File: src/rtl/gf180mcu_fd_sc_mcu9t5v0__dlyfilt.sv
// gf180mcu_fd_sc_mcu9t5v0__dlyfilt: deglitch/qualify filter behind a delay cell.
// Ports:
//   CLK  rising-edge clock
//   RST  synchronous active-high reset
//   I    asynchronous level from the upstream delay cell
//   Z    filtered, synchronised level
//   ZR   one-cycle strobe when Z goes 0->1
//   ZF   one-cycle strobe when Z goes 1->0
//   BUSY high while a candidate transition is being qualified
//   BYP  (only with GF180MCU_FD_SC_MCU9T5V0_DLYFILT_BYPASS_EN) Z follows
//        the synchronised input every edge
// Optional macro: GF180MCU_FD_SC_MCU9T5V0_DLYFILT_BYPASS_EN
module gf180mcu_fd_sc_mcu9t5v0__dlyfilt #(
  parameter int SYNC_STAGES = 2,
  parameter int FILT_CNT    = 8
) (
  input  logic CLK,
  input  logic RST,
`ifdef GF180MCU_FD_SC_MCU9T5V0_DLYFILT_BYPASS_EN
  input  logic BYP,
`endif
  input  logic I,
  output logic Z,
  output logic ZR,
  output logic ZF,
  output logic BUSY
);

  localparam int CNT_W = $clog2(FILT_CNT + 1);
  localparam logic [CNT_W-1:0] ONE  = CNT_W'(1);
  localparam logic [CNT_W-1:0] LAST = CNT_W'(FILT_CNT - 1);

  typedef enum logic {
    IDLE,
    QUAL
  } state_t;

  state_t state, state_n;
  logic [CNT_W-1:0] cnt, cnt_n;
  logic [SYNC_STAGES-1:0] sync;
  logic s;
  logic z_n;

  assign s = sync[SYNC_STAGES-1];

  always_ff @(posedge CLK) begin
    if (RST) begin
      sync  <= '0;
      state <= IDLE;
      cnt   <= '0;
      Z     <= 1'b0;
      ZR    <= 1'b0;
      ZF    <= 1'b0;
      BUSY  <= 1'b0;
    end else begin
      sync[0] <= I;
      for (int k = 1; k < SYNC_STAGES; k++)
        sync[k] <= sync[k-1];
      state <= state_n;
      cnt   <= cnt_n;
      Z     <= z_n;
      // strobes derive from the actual Z change, so every path
      // that moves Z (filter or bypass) produces exactly one pulse
      ZR    <= z_n & ~Z;
      ZF    <= ~z_n & Z;
      BUSY  <= (state_n == QUAL);
    end
  end

  always_comb begin
    state_n = state;
    cnt_n   = cnt;
    z_n     = Z;
    unique case (state)
      IDLE: begin
        if (s != Z) begin
          // a one-sample window qualifies on the very first edge
          if (FILT_CNT == 1) begin
            z_n = s;
          end else begin
            state_n = QUAL;
            cnt_n   = ONE;
          end
        end
      end
      QUAL: begin
        if (s == Z) begin
          state_n = IDLE;
          cnt_n   = '0;
        end else if (cnt == LAST) begin
          z_n     = s;
          state_n = IDLE;
          cnt_n   = '0;
        end else begin
          cnt_n = cnt + ONE;
        end
      end
    endcase
`ifdef GF180MCU_FD_SC_MCU9T5V0_DLYFILT_BYPASS_EN
    if (BYP) begin
      state_n = IDLE;
      cnt_n   = '0;
      z_n     = s;
    end
`endif
  end

endmodule

File: config.mk
export PLATFORM = sky130hd
export DESIGN_NAME = gf180mcu_fd_sc_mcu9t5v0__dlyfilt
export DESIGN_NICKNAME = d
export VERILOG_FILES = /design/src/rtl/gf180mcu_fd_sc_mcu9t5v0__dlyfilt.sv
export SDC_FILE = /design/constraint.sdc
export NUM_CORES = 1
export LEC_CHECK = 0
export BUFFER_PORTS_ARGS = -buffer_cell sky130_fd_sc_hd__buf_2
export CAP_MARGIN = 20
export CELL_PAD_IN_SITES_DETAIL_PLACEMENT = 1
export CELL_PAD_IN_SITES_GLOBAL_PLACEMENT = 1
export CORE_AREA = 8 8 45 47
export DETAILED_ROUTE_END_ITERATION = 6
export DIE_AREA = 0 0 53 55
export PLACE_DENSITY_LB_ADDON = 0.3
export SKIP_CTS_REPAIR_TIMING = 1
export SLEW_MARGIN = 20
export SYNTH_ARGS = -nofsm -noshare
export SYNTH_HDL_FRONTEND = slang
export SYNTH_SLANG_ARGS = --single-unit
File: constraint.sdc
create_clock -name CLK -period 1.3 [get_ports CLK]
set_input_delay 0.26 -clock CLK [delete_from_list [all_inputs] [get_ports CLK]]
set_output_delay 0.26 -clock CLK [all_outputs]
set_load 0.05 [all_outputs]
==> flow_summary.yaml, run 1 <==
synth:
  ys_top_cells_by_area: "dfxtp_1 (48%), nand4b_1 (6.3%), nor4b_1 (4.2%)"
  synth_area_leader_cell: "dfxtp_1"
  ys_ff_latch: 10
  seq_area_frac_synth_pct: 47.8
  yosysWarnings: 0
  syn_avg_cell_area_um2: 9.98
  synthMostInstantiatedCell: "dfxtp_1"
  synth-edff-count: 0
  syn_nets: 46
  synth_commonest_cells: "dfxtp_1 (10), nand3_1 (3), nand4b_1 (3), nor3_1 (3)"
  netlist_area_um2: 419
  netlist.area_leader.share_pct: 47.8
  synth_ff_type: "dfxtp_1"
  synthArstFlopShare_pct: 0
  syn_inst: 42
  post_synth_num_cell_types: 22
worst_setup_path:
  cp.depth: 4
  cpLargestDelayFamily: "simple AND/OR/NAND/NOR gates"
  critPathLaunchType: "flip-flop"
  crit_type: "reg -> reg"
  reg2reg_to: "cnt[3]$_SDFFE_PP0P_"
  endpoint_kind: "flip-flop"
  cp_slowest_stage_delay_ps: 400
  r2r-start: "cnt[0]$_SDFFE_PP0P_"
  cp_cell_sequence: "ha_4 > nor3_1 > and4_2 > or3_1"
  path_buf_inv: 0
  cpMaxStageDelayCell: "dfxtp_1"
  crit_fanout: 5
  reg2regPathDepth: 4
  rrSetupSlack_ps: 60
  cp.required_ps: 1450
  cp.arrival_ps: 1390
routing:
  routedWlPerCell_um: 13.9
  drt_iter0_markers: 4
  wl_um: 976
  viasPerCell: 4.80
  drtAntennaViolNets: 0
  routed-via-count: 336
  drc: 0
  drtPass1Iterations: 3
pwr:
  internal-power_uw: 496
  clock_power_share_pct: 44.6
  ir_worst_vdd_uv: 449
  power_frac_comb_pct: 5.3
  p_sw_share_pct: 21.5
  power.leakage_nw: 0.215
  seqPwrFrac_pct: 50.2
  power_density_nw_per_um2: 1160
  power.switching_uw: 136
floorplanning:
  die_y_um: 55
  rows: 14
  ios: 7
  initial_core_util_pct: 30.3
  dieArea_um2: 2920
  coreArea_um2: 1380
  die_w_um: 53
clock_network:
  numCtsBuffers: 3
  root_buffer: "clkbuf_4"
  clk_latency_ps: 260
  numClockSinks: 10
  cts.clk_slew.worst_paths_ps: 70
  cts_tree: "yes"
  cts_buffer_depth: 2
  htree_levels: 1
sta:
  slew_viol_final: 0
  post-route-period-util_pct: 95.7
  setup_violations: 0
  finClkSkew_ps: 1.92
  maxSlewHeadroom_pct: 81.3
  fmax_ghz: 0.804
  rsz0062_at_grt: "no"
  period_needed_ps: 1240
  tightest_slew_ps: 279
  fin_hold_ws_ps: 211
  finalHoldViolations: 0
  fin_setup_tns_ps: 0
global_routing:
  met1_usage_pct: 7.94
  overflow: 0
  grt_use_met3_pct: 2.67
  busiest_layer: "met2"
  grtUsageMet2_pct: 11.1
  antenna_found_initial: 0
  grt_use_total_pct: 7.01
  grt_pass1_wl_um: 1480
  grt_max_degree: 11
  grt_pass1_vias: 354
placed_design:
  place_congestion: 0.686
  io_buffers: 6
  dp_hpwl_um: 707
  placed_cell_area_um2: 494
finish:
  postLayoutCellArea_um2: 546
  syn_to_final_growth_pct: 30.1
  fill_cells: 167
  diodes: 0
  drive_gt1_share_pct: 37.0
  multiInputGateArea_um2: 219
  nets: 59
  final_util_pct: 39.4
  final-seq-area_um2: 206
min_path:
  worstHoldStart: "I"
  hold_path_depth: 2
  hold_class: "in -> reg"
  worstHoldEndpoint: "sync[0]$_SDFF_PP0_"
flow_run:
  cap_viol_max_count: 0
status:
  status: "completed"
## cells in the final DEF (no fill, tap or decap)
cell type	Yosys	routed
a2111oi_1	0	1
a21oi_1	2	2
a31oi_1	1	1
and3_1	1	1
and4_2	1	1
and4b_1	1	1
buf_2	2	6
buf_4	0	4
clkbuf_4	0	3
clkbuf_8	0	1
dfxtp_1	10	7
dfxtp_2	0	2
dfxtp_4	0	1
ha_4	0	1
inv_1	1	1
nand2_1	2	2
nand2b_1	1	1
nand3_1	3	3
nand4b_1	3	3
nor2_1	1	1
nor2b_1	2	2
nor3_1	3	3
nor4_1	1	1
nor4b_1	2	2
or3_1	1	1
xnor2_1	1	1
xor2_2	1	1
## power by group through the flow
stage	combinational, mW	sequential (mW)	clock, mW
4_1_cts	0.0327	0.315	0.295
6_report	0.0333	0.317	0.281
5_1_grt	0.0370	0.317	0.304
2_1_floorplan	0.0162	0.323	0
3_5_place_dp	0.0326	0.323	0
3_3_place_gp	0.0319	0.322	0
## through the flow
step | setup slack (ps) | cells | total power, mW
floorplan | 67.7 | 42 | 0.340
global placement | 44.8 | 66 | 0.354
detailed placement | 13.8 | 66 | 0.355
CTS | 7.82 | 70 | 0.643
global route | 8.03 | 70 | 0.659
finish | 56.0 | 70 | 0.631
## final cells by class
class / count / share of cell area, %
Multi-Input combinational cell: 29 / 40.1
Sequential cell: 10 / 37.8
Timing Repair Buffer: 10 / 11.0
Clock buffer: 4 / 6.65
Tap cell: 16 / 3.67
Inverter: 1 / 0.688
## routing by layer
layer | share of wire (%) | vias up | wire [µm]
li1 | - | 179 | -
met1 | 49 | 153 | 474
met5 | 0 | - | 0
met2 | 46 | 4 | 452
met4 | 0 | 0 | 0
met3 | 4.9 | 0 | 48
## how the worst max path moves through the flow
stage / start / endpoint / slack (ps)
after floorplan: Z$_SDFF_PP0_ / cnt[3]$_SDFFE_PP0P_ / 70
after global placement: cnt[1]$_SDFFE_PP0P_ / cnt[3]$_SDFFE_PP0P_ / 40
after detailed placement: sync[1]$_SDFF_PP0_ / cnt[3]$_SDFFE_PP0P_ / 10
after CTS: sync[1]$_SDFF_PP0_ / cnt[3]$_SDFFE_PP0P_ / 8
after global routing: cnt[0]$_SDFFE_PP0P_ / cnt[3]$_SDFFE_PP0P_ / 8
final: cnt[0]$_SDFFE_PP0P_ / cnt[3]$_SDFFE_PP0P_ / 60
## flip-flops by register name, indices dropped and copies added, names as in the netlist
name,count
ZF,1
cnt,4
state,1
Z,1
ZR,1
sync,2
## cells by family after synthesis
family                   Yosys count  share of synthesized area (%)
flip-flops                        10                           47.8
buffers and inverters              3                           3.28
AND/OR/NAND/NOR                   22                           34.0
AO/OA/AOI/OAI                      4                           5.97
adder cells (fa/ha/maj)            1                           2.98
XOR/XNOR                           2                           5.97
Power figures use the tool's default switching activity.
==> run 2, diff against run 1 <==
--- a/config.mk
+++ b/config.mk
@@ -13,6 +13,7 @@
 export DETAILED_ROUTE_END_ITERATION = 6
 export DIE_AREA = 0 0 53 55
 export PLACE_DENSITY_LB_ADDON = 0.3
+export REMOVE_ABC_BUFFERS = 1
 export SKIP_CTS_REPAIR_TIMING = 1
 export SLEW_MARGIN = 20
 export SYNTH_ARGS = -nofsm -noshare
==> constraint.sdc (replaced) <==
create_clock -name CLK -period 1.5 [get_ports CLK]
set_input_delay 0.3 -clock CLK [delete_from_list [all_inputs] [get_ports CLK]]
set_output_delay 0.3 -clock CLK [all_outputs]
set_load 0.05 [all_outputs]
==> run 2 against run 1 <==
Worst hold slack improved by 38 ps. Sequential power down 13%. Total power is 25% lower. Utilization decreased by 4.6 points. Cell area shrank 12%. Highest routed layer is now met4.
==> flow_summary.yaml, run 2 (same netlist as run 1, synthesis figures left out) <==
status:
  status: "completed"
routing:
  drtPass1Iterations: 3
  routedWlPerCell_um: 12.4
  drt_iter0_markers: 2
  viasPerCell: 5.18
  routed-via-count: 337
  drc: 0
  drtAntennaViolNets: 0
  wl_um: 809
sta:
  tightest_slew_ps: 357
  slew_viol_final: 0
  finalHoldViolations: 0
  post-route-period-util_pct: 91.8
  finClkSkew_ps: 1.99
  rsz0062_at_grt: "no"
  fin_hold_ws_ps: 249
  period_needed_ps: 1380
  setup_violations: 0
  maxSlewHeadroom_pct: 76.0
  fmax_ghz: 0.726
clock_network:
  root_buffer: "clkbuf_4"
  clk_latency_ps: 260
  numCtsBuffers: 3
  cts.clk_slew.worst_paths_ps: 60
  numClockSinks: 10
  cts_buffer_depth: 2
  htree_levels: 1
  cts_tree: "yes"
global_routing:
  grt_pass1_wl_um: 1390
  antenna_found_initial: 0
  overflow: 0
  grt_pass1_vias: 341
  grt_max_degree: 12
  grt_use_total_pct: 6.79
worst_setup_path:
  cp_cell_sequence: "buf_2"
  cp.arrival_ps: 1080
  cp.required_ps: 1200
  rrSetupSlack_ps: 200
  cp_slowest_stage_delay_ps: 490
  endpoint_kind: "output pin"
  crit_fanout: 10
  crit_type: "reg -> out"
  critPathLaunchType: "flip-flop"
  cpLargestDelayFamily: "flip-flops"
  path_buf_inv: 1
  cpMaxStageDelayCell: "dfxtp_1"
pwr:
  power_density_nw_per_um2: 979
  power.leakage_nw: 0.189
  ir_worst_vdd_uv: 508
  power.total_uw: 471
flow_run:
  cap_viol_max_count: 0
finish:
  drive_gt1_share_pct: 22.4
  largest_reg_flops: 4
  reg.largest.list: "cnt x4, sync x2"
  final_common_cell: "dfxtp_1"
  nets: 55
  top_register: "cnt"
  syn_to_final_growth_pct: 14.9
  diodes: 0
  postLayoutCellArea_um2: 482
  fill_cells: 170
  layout_common_cells: "dfxtp_1 (10), buf_2 (6)"
placed_design:
  io_buffers: 6
  place_congestion: 0.699
  dp_hpwl_um: 605
  placed_cell_area_um2: 459
min_path:
  hold_class: "in -> reg"
floorplanning:
  initial_core_util_pct: 30.3
  ios: 7
  die_w_um: 53
  rows: 14
  dieArea_um2: 2920
  coreArea_um2: 1380
  die_y_um: 55
## run 2: final cells by class
type                            instances  area, µm²  area share, %
Inverter                                1       3.75          0.779
Timing Repair Buffer                    6       30.0           6.23
Tap cell                               16       20.0           4.16
Sequential cell                        10        200           41.6
Clock buffer                            3       22.5           4.68
Multi-Input combinational cell         29        205           42.6
## run 2: path summary, 6_finish.rpt
path / from / to / cells past startpoint
max: state$_SDFF_PP0_ / BUSY / 1
min: I / sync[0]$_SDFF_PP0_ / 2
max reg2reg: cnt[0]$_SDFFE_PP0P_ / cnt[3]$_SDFFE_PP0P_ / 4
min reg2reg: sync[0]$_SDFF_PP0_ / sync[1]$_SDFF_PP0_ / 1
## run 2: report_power, final
group          internal [mW]  total, mW  leakage [nW]  switching [mW]
Sequential             0.270      0.275        0.0812         0.00521
Clock                 0.0923      0.176        0.0138          0.0836
Combinational        0.00757     0.0200        0.0940          0.0124
Total                  0.370      0.471         0.189           0.101
## run 2: stage by stage
stage | worst slack [ps] | util (%) | instances | TNS [ps]
after floorplan | -67.6 | - | 40 | -67.6
after global placement | 210 | 33.2 | 62 | 0
after global routing | 67.9 | 34.8 | 65 | 0
after CTS | 120 | 34.8 | 65 | 0
final | 123 | 34.8 | 65 | 0
after detailed placement | 195 | 33.2 | 62 | 0
## run 2: routing by layer
metal	routed length, µm	track usage, %
met5	0	0
met4	23	6.47
met3	32	3.48
met2	366	9.77
met1	387	7.03
==> run 3, diff against run 2 <==
==> constraint.sdc (replaced) <==
create_clock -name CLK -period 1.5 [get_ports CLK]
set_input_delay 0.3 -clock CLK [delete_from_list [all_inputs] [get_ports CLK]]
set_output_delay 0.3 -clock CLK [all_outputs]
set_load 0.1 [all_outputs]
==> run 3 against run 2 <==
Fmax rose by 0.91%. Routed wire length rose by 11%. Flip-flop and latch count did not move. Critical path depth rose by 2. Largest power group unchanged.
==> flow_summary.yaml, run 3 (same netlist as run 1, synthesis figures left out) <==
finish:
  drive_gt1_share_pct: 25.5
  final_common_cell: "dfxtp_1"
  nets: 56
  largest_reg_flops: 4
  postLayoutCellArea_um2: 533
  diodes: 0
  final_util_pct: 38.5
  fill_cells: 153
  top_register: "cnt"
  reg.largest.list: "cnt x4, sync x2"
  syn_to_final_growth_pct: 27.2
  layout_common_cells: "dfxtp_1 (10), buf_2 (4)"
worst_setup_path:
  endpoint_kind: "flip-flop"
  cp_slowest_stage_delay_ps: 510
  cp.arrival_ps: 1520
  crit_fanout: 6
  cp_cell_sequence: "xor2_2 > nor3_1 > or3_1"
  cpMaxStageDelayCell: "dfxtp_1"
  cp.required_ps: 1650
  crit_type: "reg -> reg"
  critPathLaunchType: "flip-flop"
pwr:
  power.leakage_nw: 0.206
  internal-power_uw: 429
  power_density_nw_per_um2: 1020
  power.switching_uw: 114
  ir_worst_vdd_uv: 554
  p_sw_share_pct: 21.0
  power_frac_comb_pct: 5.1
  seqPwrFrac_pct: 50.8
  clock_power_share_pct: 44.2
floorplanning:
  die_w_um: 53
  die_y_um: 55
  coreArea_um2: 1380
  dieArea_um2: 2920
  ios: 7
  initial_core_util_pct: 30.3
  rows: 14
routing:
  routedWlPerCell_um: 13.4
  drt_iter0_markers: 2
  viasPerCell: 5.04
  drtPass1Iterations: 3
  drtAntennaViolNets: 0
  routed-via-count: 338
  drc: 0
  wl_um: 896
global_routing:
  grt_pass1_wl_um: 1550
  grt_use_total_pct: 7.56
  grt_pass1_vias: 352
  grt_max_degree: 11
  antenna_found_initial: 0
  overflow: 0
sta:
  finalHoldViolations: 0
  fin_setup_tns_ps: 0
  setup_violations: 0
  period_needed_ps: 1360
  maxSlewHeadroom_pct: 67.8
  fin_hold_ws_ps: 243
  post-route-period-util_pct: 91.0
  finalWorstSetupSlack_ps: 135
  fmax_ghz: 0.733
  slew_viol_final: 0
  tightest_slew_ps: 487
  finClkSkew_ps: 7.37
  rsz0062_at_grt: "no"
placed_design:
  placed_cell_area_um2: 497
  place_congestion: 0.722
  dp_hpwl_um: 646
  pre_cts_ws_ps: 134
  io_buffers: 6
clock_network:
  numCtsBuffers: 3
  root_buffer: "clkbuf_4"
  cts_buffer_depth: 2
  numClockSinks: 10
  cts.clk_slew.worst_paths_ps: 70
  clk_latency_ps: 260
  htree_levels: 1
  cts_tree: "yes"
flow_run:
  cap_viol_max_count: 0
status:
  status: "completed"
min_path:
  hold_class: "in -> reg"
==> run 3: cell count changes in the layout (fill, tap and decap cells not counted) <==
cell / change
buf_4: +1
buf_2: -2
clkbuf_8: +1
buf_12: +2
==> run 3: stage by stage <==
step                total power, mW  instances
floorplan                     0.295         40
global placement              0.309         63
detailed placement            0.309         63
CTS                           0.557         67
global route                  0.573         67
finish                        0.543         67
==> run 3: area by class of cell <==
class	instances	area, µm²	area share [%]
timing repair buffer	7	67.6	12.7
multi-input combinational	29	205	38.5
clock buffer	4	36.3	6.81
sequential	10	200	37.6
inverter	1	3.75	0.704
tap	16	20.0	3.76
==> run 3: power groups by stage <==
stage | registers [mW] | logic [mW] | clock network, mW
6_report | 0.276 | 0.0275 | 0.240
5_1_grt | 0.277 | 0.0298 | 0.267
4_1_cts | 0.276 | 0.0274 | 0.253
3_5_place_dp | 0.282 | 0.0274 | 0
3_3_place_gp | 0.282 | 0.0273 | 0
2_1_floorplan | 0.286 | 0.00905 | 0
==> run 3: critical path, delay by kind of cell, from the launching register on <==
kind | cells | cell delay, ps
XOR/XNOR | 1 | 290
AND/OR/NAND/NOR | 2 | 460
flip-flops | 1 | 510
==> run 3: metal layers <==
layer	up-vias	track usage, %	part of all wire, %	routed length, µm
met4	0	6.47	2.3	21
met3	2	3.21	3.0	27
met2	4	10.5	47	425
met5	-	0	0	0
met1	160	8.73	47	421
li1	172	-	-	-
==> run 3: final timing paths <==
check / from / depth (start not counted) / end / slack, ps
worst min-delay path: I / 2 / sync[0]$_SDFF_PP0_ / 240
worst min register to register: sync[0]$_SDFF_PP0_ / 1 / sync[1]$_SDFF_PP0_ / 460
worst max-delay path: Z$_SDFF_PP0_ / 3 / cnt[3]$_SDFFE_PP0P_ / 140
worst max register to register: Z$_SDFF_PP0_ / 3 / cnt[3]$_SDFFE_PP0P_ / 140
